$ cat config.mk
export PLATFORM = sky130hd
export DESIGN_NAME = cont_mod_updown
export DESIGN_NICKNAME = d
export VERILOG_FILES = /design/src/rtl/cont_mod_updown.sv
export SDC_FILE = /design/constraint.sdc
export NUM_CORES = 1
export LEC_CHECK = 0
export BUFFER_PORTS_ARGS = -buffer_cell sky130_fd_sc_hd__buf_2
export CORE_AREA = 8 8 45 47
export DETAILED_ROUTE_END_ITERATION = 10
export DIE_AREA = 0 0 53 55
export PLACE_DENSITY = 0.67
export REMOVE_ABC_BUFFERS = 1
export SLEW_MARGIN = 20
export SYNTH_ARGS = -nofsm -noshare
export SYNTH_HDL_FRONTEND = slang
export SYNTH_SLANG_ARGS = --single-unit
export TNS_END_PERCENT = 5
$ cat constraint.sdc
create_clock -name Clk -period 1.5 [get_ports Clk]
set_input_delay 0.3 -clock Clk [delete_from_list [all_inputs] [get_ports Clk]]
set_output_delay 0.3 -clock Clk [all_outputs]
set_load 0.02 [all_outputs]
$ cat src/rtl/cont_mod_updown.sv
// Modulo-(MAX+1) up/down counter with synchronous load, one-shot saturation
// and cascade outputs (combinational Tc, registered Wrap and Done pulses/flags).
module cont_mod_updown #(
  parameter int WIDTH   = 4,
  parameter int MAX     = 9,
  parameter int RST_VAL = 0
) (
  input  logic             Clk,
  input  logic             Rst,
  input  logic             Enable,
  input  logic             Up,
  input  logic             OneShot,
  input  logic             Load,
  input  logic [WIDTH-1:0] LoadVal,
  output logic [WIDTH-1:0] Cuenta,
  output logic             Tc,
  output logic             Wrap,
  output logic             Done
);

  localparam logic [WIDTH-1:0] MAX_V = WIDTH'(MAX);
  localparam logic [WIDTH-1:0] RST_V = WIDTH'(RST_VAL);
  localparam logic [WIDTH-1:0] ONE_V = WIDTH'(1);

  logic [WIDTH-1:0] cnt_q, cnt_d;
  logic             wrap_q, wrap_d;
  logic             done_q, done_d;
  logic             term;
  logic             frozen;

  // Terminal is judged against the direction requested this cycle.
  assign term   = Up ? (cnt_q == MAX_V) : (cnt_q == '0);
  assign frozen = OneShot && done_q;

  always_comb begin
    cnt_d  = cnt_q;
    wrap_d = 1'b0;
    done_d = done_q;
    if (Load) begin
      cnt_d  = (LoadVal > MAX_V) ? MAX_V : LoadVal;
      done_d = 1'b0;
    end else if (Enable && !frozen) begin
      if (!term) begin
        cnt_d = Up ? (cnt_q + ONE_V) : (cnt_q - ONE_V);
      end else if (OneShot) begin
        done_d = 1'b1;
      end else begin
        cnt_d  = Up ? '0 : MAX_V;
        wrap_d = 1'b1;
      end
    end
  end

  always_ff @(posedge Clk) begin
    if (!Rst) begin
      cnt_q  <= RST_V;
      wrap_q <= 1'b0;
      done_q <= 1'b0;
    end else begin
      cnt_q  <= cnt_d;
      wrap_q <= wrap_d;
      done_q <= done_d;
    end
  end

  // Unregistered so a following digit advances on the same edge as this wrap.
  assign Tc     = Enable && !Load && Rst && term && !frozen;
  assign Cuenta = cnt_q;
  assign Wrap   = wrap_q;
  assign Done   = done_q;

endmodule

; Word-level counts from Yosys, hierarchy flattened
; Cells that the tools add are included.
[totals]
ff_bits = 6
in_bits = 10
out_inout_bits = 7
elab_cells = 34
[classes]
add_sub_neg = 2
order_cmp = 1
n_eq_ne = 2
mux = 9
bitwise = 3
n_reduce_logical = 14
[op_table]
columns = op, n
row1 = 4-bit 2-to-1 mux, 7
row2 = 1-bit logical AND, 6
row3 = 4-bit by 1-bit adder with 4-bit output (second input constant), 1
row4 = 4-bit == test (second input constant), 1
row5 = 4-bit > comparator (second input constant), 1
row6 = 4-bit logical NOT, 1
row7 = 4-bit OR reduction, 1
row8 = 4-bit by 1-bit subtractor with 4-bit output (second input constant), 1
row9 = 3-bit inequality test (second input constant), 1
row10 = 1-bit NOT, 3
row11 = 3-bit AND reduction, 1
row12 = 1-bit logical NOT, 2
row13 = 1-bit 2-to-1 mux, 2
row14 = 2-bit AND reduction, 1
row15 = 2-bit nonzero test, 1
row16 = 2-bit OR reduction, 1

; Logic depth before layout (Yosys ltp)
[depth]
ltp_word = 5
ltp_mapped = 7
mapped_depth_nobuf = 7

; Worst setup path after synthesis
; Ideal clock, no wire load.
[synth_timing]
kind = register to output
from = reg cnt_q[0], in the netlist Cuenta[0]
to = out Tc
arrival_time_ps = 1608
required_ps = 1200
path_slack_ps = -408
path_stages_with_launch = 5
n_path_buf = 0
path_cell_list = dfxtp_1 > o21bai_2 > and3_4 > nand2_1 > a211oi_1
[synth_via]
elab_chain_len = 4
elab_cells_between_ends = 5
classes_between = 1 x eq/ne / 1 x mux / 3 x reduce/logical
[synth_rtl]
columns = element, line_no
row1 = from (decl), 25  ; logic [WIDTH-1:0] cnt_q, cnt_d;
row2 = from (signal assigned), 60  ; cnt_q <= cnt_d;
row3 = 4-bit == test / 4-bit logical NOT (equally long branches), 32  ; assign term = Up ? (cnt_q == MAX_V) : (cnt_q == '0);
row4 = 1-bit 2-to-1 mux (*), 32
row5 = 1-bit logical AND (*) (2 in a row), 67  ; assign Tc = Enable && !Load && Rst && term && !frozen;
row6 = to (decl), 16  ; output logic Tc,
; Mark *: on every way between the ends. The rest lies on a longest branch, timed or not.

; Worst setup path in the final report
[layout_timing]
from = reg cnt_q[2], in the netlist Cuenta[2]
to = out Tc
; The elaborated chain is that of the path after synthesis.

==> impl_metrics.csv <==
group,metric,value,unit
outcome,status,"finished with violations",
outcome,violations,"setup timing",
clock_tree,cts_tree,"built",
worst_setup_path,end_kind,"output pin",
place,numPortBuffers,16,
clock_tree,clockRootBuffer,"clkbuf_4",
sta,relSlewSlack,0.780,
cells_and_area,layout_commonest_cell,"buf_4",
sta,finalCritPeriodShare,1.11,
cells_and_area,num_antenna_cells,0,
global_routing,grt_max_degree,10,
power,peakVddDrop,0.501,mV
global_routing,grt_pass1_wl,2.41,mm
sta,finalCriticalPeriod,1.67,ns
power,power_density,809,nW/um2
clock_tree,cts_max_level,1,
cells_and_area,final_cell_mix,"buf_4, buf_2, nor2_1",
cells_and_area,drive_above_1_share,0.611,
synth,ys_seq_elements,6,
place,dp_slack,-0.172,ns
synth,postSynthCellCount,54,
floorplanning,initial_core_util,0.368,
floorplanning,die_height,55,um
sta,clock_skew,0.00563,ns
sta,timing.fmax,600,MHz
place,dp_hpwl,1.05,mm
worst_setup_path,critPathMaxStageDelay,0.32,ns
worst_setup_path,worst-setup-path-type,"flip-flop to output pin",
drt,drt_iter0_markers,11,
clock_tree,cts_made_buffers,3,
clock_tree,cts_buffer_depth,2,
synth,synthSimpleGateAreaFrac,0.297,
synth,yosys_warnings,0,
sta,tightest_slew,0.325,ns
cells_and_area,ff_latch_area,126,um2
sta,setup_ws,-0.168,ns
sta,rsz0062_at_grt,"true",
worst_setup_path,cp_data_arrival_time,1.37,ns
power,totalPowerFinal,0.677,mW
sta,report.final.hold_viol_count,0,
synth,syn_area_per_cell,9.43,um2
global_routing,grt_usage,0.114,
flow_run,cap_violations,0,
drt,drc,0,
synth,synth_top_family_by_area,"compound AO/OA/AOI/OAI gates",
worst_setup_path,critPathSlowestCell,"dfxtp_2",
cells_and_area,syn_to_final_growth,64.4,%
synth,ys_seq_area_frac,0.236,
cells_and_area,utilization,0.605,
clock_tree,clkSinkCount,6,
clock_tree,clk_latency,0.24,ns
synth,synthMuxAreaShare,0,
place,globalplace.congestion,0.809,
synth,synthDistinctLibCells,35,
floorplanning,num_rows,14,
cells_and_area,multi_input_area,398,um2
worst_setup_path,crit_chain,"buf_6, nor2_4, and3_4, nand2_4, a211oi_2, buf_4",
drt,vias,558,
clock_tree,clkTransAtPathRegs,0.05,ns
global_routing,grt_pass1_vias,570,
cells_and_area,fill_cells,129,
synth,synth_compound_area_frac,0.319,
drt,ant_nets,0,
drt,routed_wl,1.49,mm
drt,viasPerCell,5.03,
worst_setup_path,startpoint_type,"flip-flop",
hold_path,hold_class,"input pin to flip-flop",
floorplanning,coreArea,1380,um2
global_routing,antenna_found_initial,0,
floorplanning,io-pin-count,17,
floorplanning,die_w,53,um
global_routing,overflow,0,
cells_and_area,nets,110,
synth,synth_area,509,um2
synth,yosys.area_share.xor_xnor,0.0344,
floorplanning,dieArea,2920,um2
sta,setup_viol,4,
sta,drv_slew,0,
worst_setup_path,crit_fanout,2,
worst_setup_path,required,1.20,ns
drt,dr.pass1.iters,4,
drt,wl_per_cell,13.4,um
synth,synth_fa_ha_area_frac,0.0885,
power,power.leakage,0.405,nW
-- sequential cells by signal, summed over array words and instances, names as in the netlist --
name and count:
Cuenta 4, Done 1, Wrap 1
-- final cells by class --
| type | count | area share |
|---|---|---|
| clock buffers | 3 | 0.0269 |
| inverters | 1 | 0.00448 |
| multi-input cells | 45 | 0.475 |
| flip-flops and latches | 6 | 0.151 |
| well taps | 16 | 0.0239 |
| repair buffers | 40 | 0.318 |
-- cell families (layout without fill, tap and decap cells) --
family	count (synthesis)	count (layout)
simple gates	24	24
buf+inv	3	44
compound gates	16	16
fa+ha+maj	3	3
flops	6	6
xor+xnor	2	2
-- routing by layer --
metal | share of wire | global-route usage
met5 | 0 | 0
met4 | 0.014 | 0.103
met3 | 0.023 | 0.0160
met2 | 0.52 | 0.197
met1 | 0.45 | 0.119
-- through the flow --
step	TNS, ns	std cells	hold WS, ns	cell area, um2
finish	-0.555	111	0.334	837
global route	-0.866	111	0.344	837
global placement	-0.520	100	0.514	721
CTS	-0.460	111	0.322	828
detailed placement	-0.555	100	0.524	721
floorplan	-0.666	52	0.379	500
-- report_power, final --
part	internal [mW]	leakage, nW	total [mW]	switching (mW)
Clock	0.0905	0.0138	0.148	0.0579
Sequential	0.175	0.0505	0.191	0.0160
Combinational	0.188	0.340	0.338	0.150
Total	0.453	0.405	0.677	0.224
-- worst paths after layout --
path	start	end	slack, ns	cells past startpoint
worst min register to register	Done	Done	0.55	2
worst min-delay path	Rst	Cuenta[0]	0.33	2
worst max-delay path	Cuenta[2]	Tc	-0.17	6
worst max register to register	Cuenta[2]	Cuenta[2]	-0.15	7
-- synth_stat cells (all sizes together) --
cell	n	area, um2
dfxtp	6	120
nor2	6	30.0
nand2	3	11.3
nand3b	3	22.5
nor3b	3	27.5
a21bo	2	26.3
ha	2	25.0
nand2b	2	12.5
nand3	2	10.0
o21ai	2	10.0
o21bai	2	18.8
o311a	2	20.0
a211oi	1	7.51
a21oi	1	5.00
a31oi	1	6.26
a32o	1	10.0
a41oi	1	27.5
and3	1	11.3
buf	1	5.00
clkbuf	1	3.75
fa	1	20.0
inv	1	3.75
nor2b	1	6.26
nor3	1	5.00
nor4b	1	8.76
o211a	1	10.0
o211ai	1	12.5
o221ai	1	8.76
or3	1	6.26
xnor2	1	8.76
xor2	1	8.76
-- worst max-delay path, delay by kind of cell, from the launching register on --
family / cells / cell delay (ns)
buf+inv: 2 / 0.28
flops: 1 / 0.32
compound gates: 1 / 0.15
simple gates: 3 / 0.37
-- what timing repair did --
item	in CTS	in global routing
resized for setup	9	2
setup endpoints to repair	3	4
pin swaps	4	1
hold buffers	0	0
cloned	0	0
setup buffers	8	0
Power figures use the tool's default switching activity.
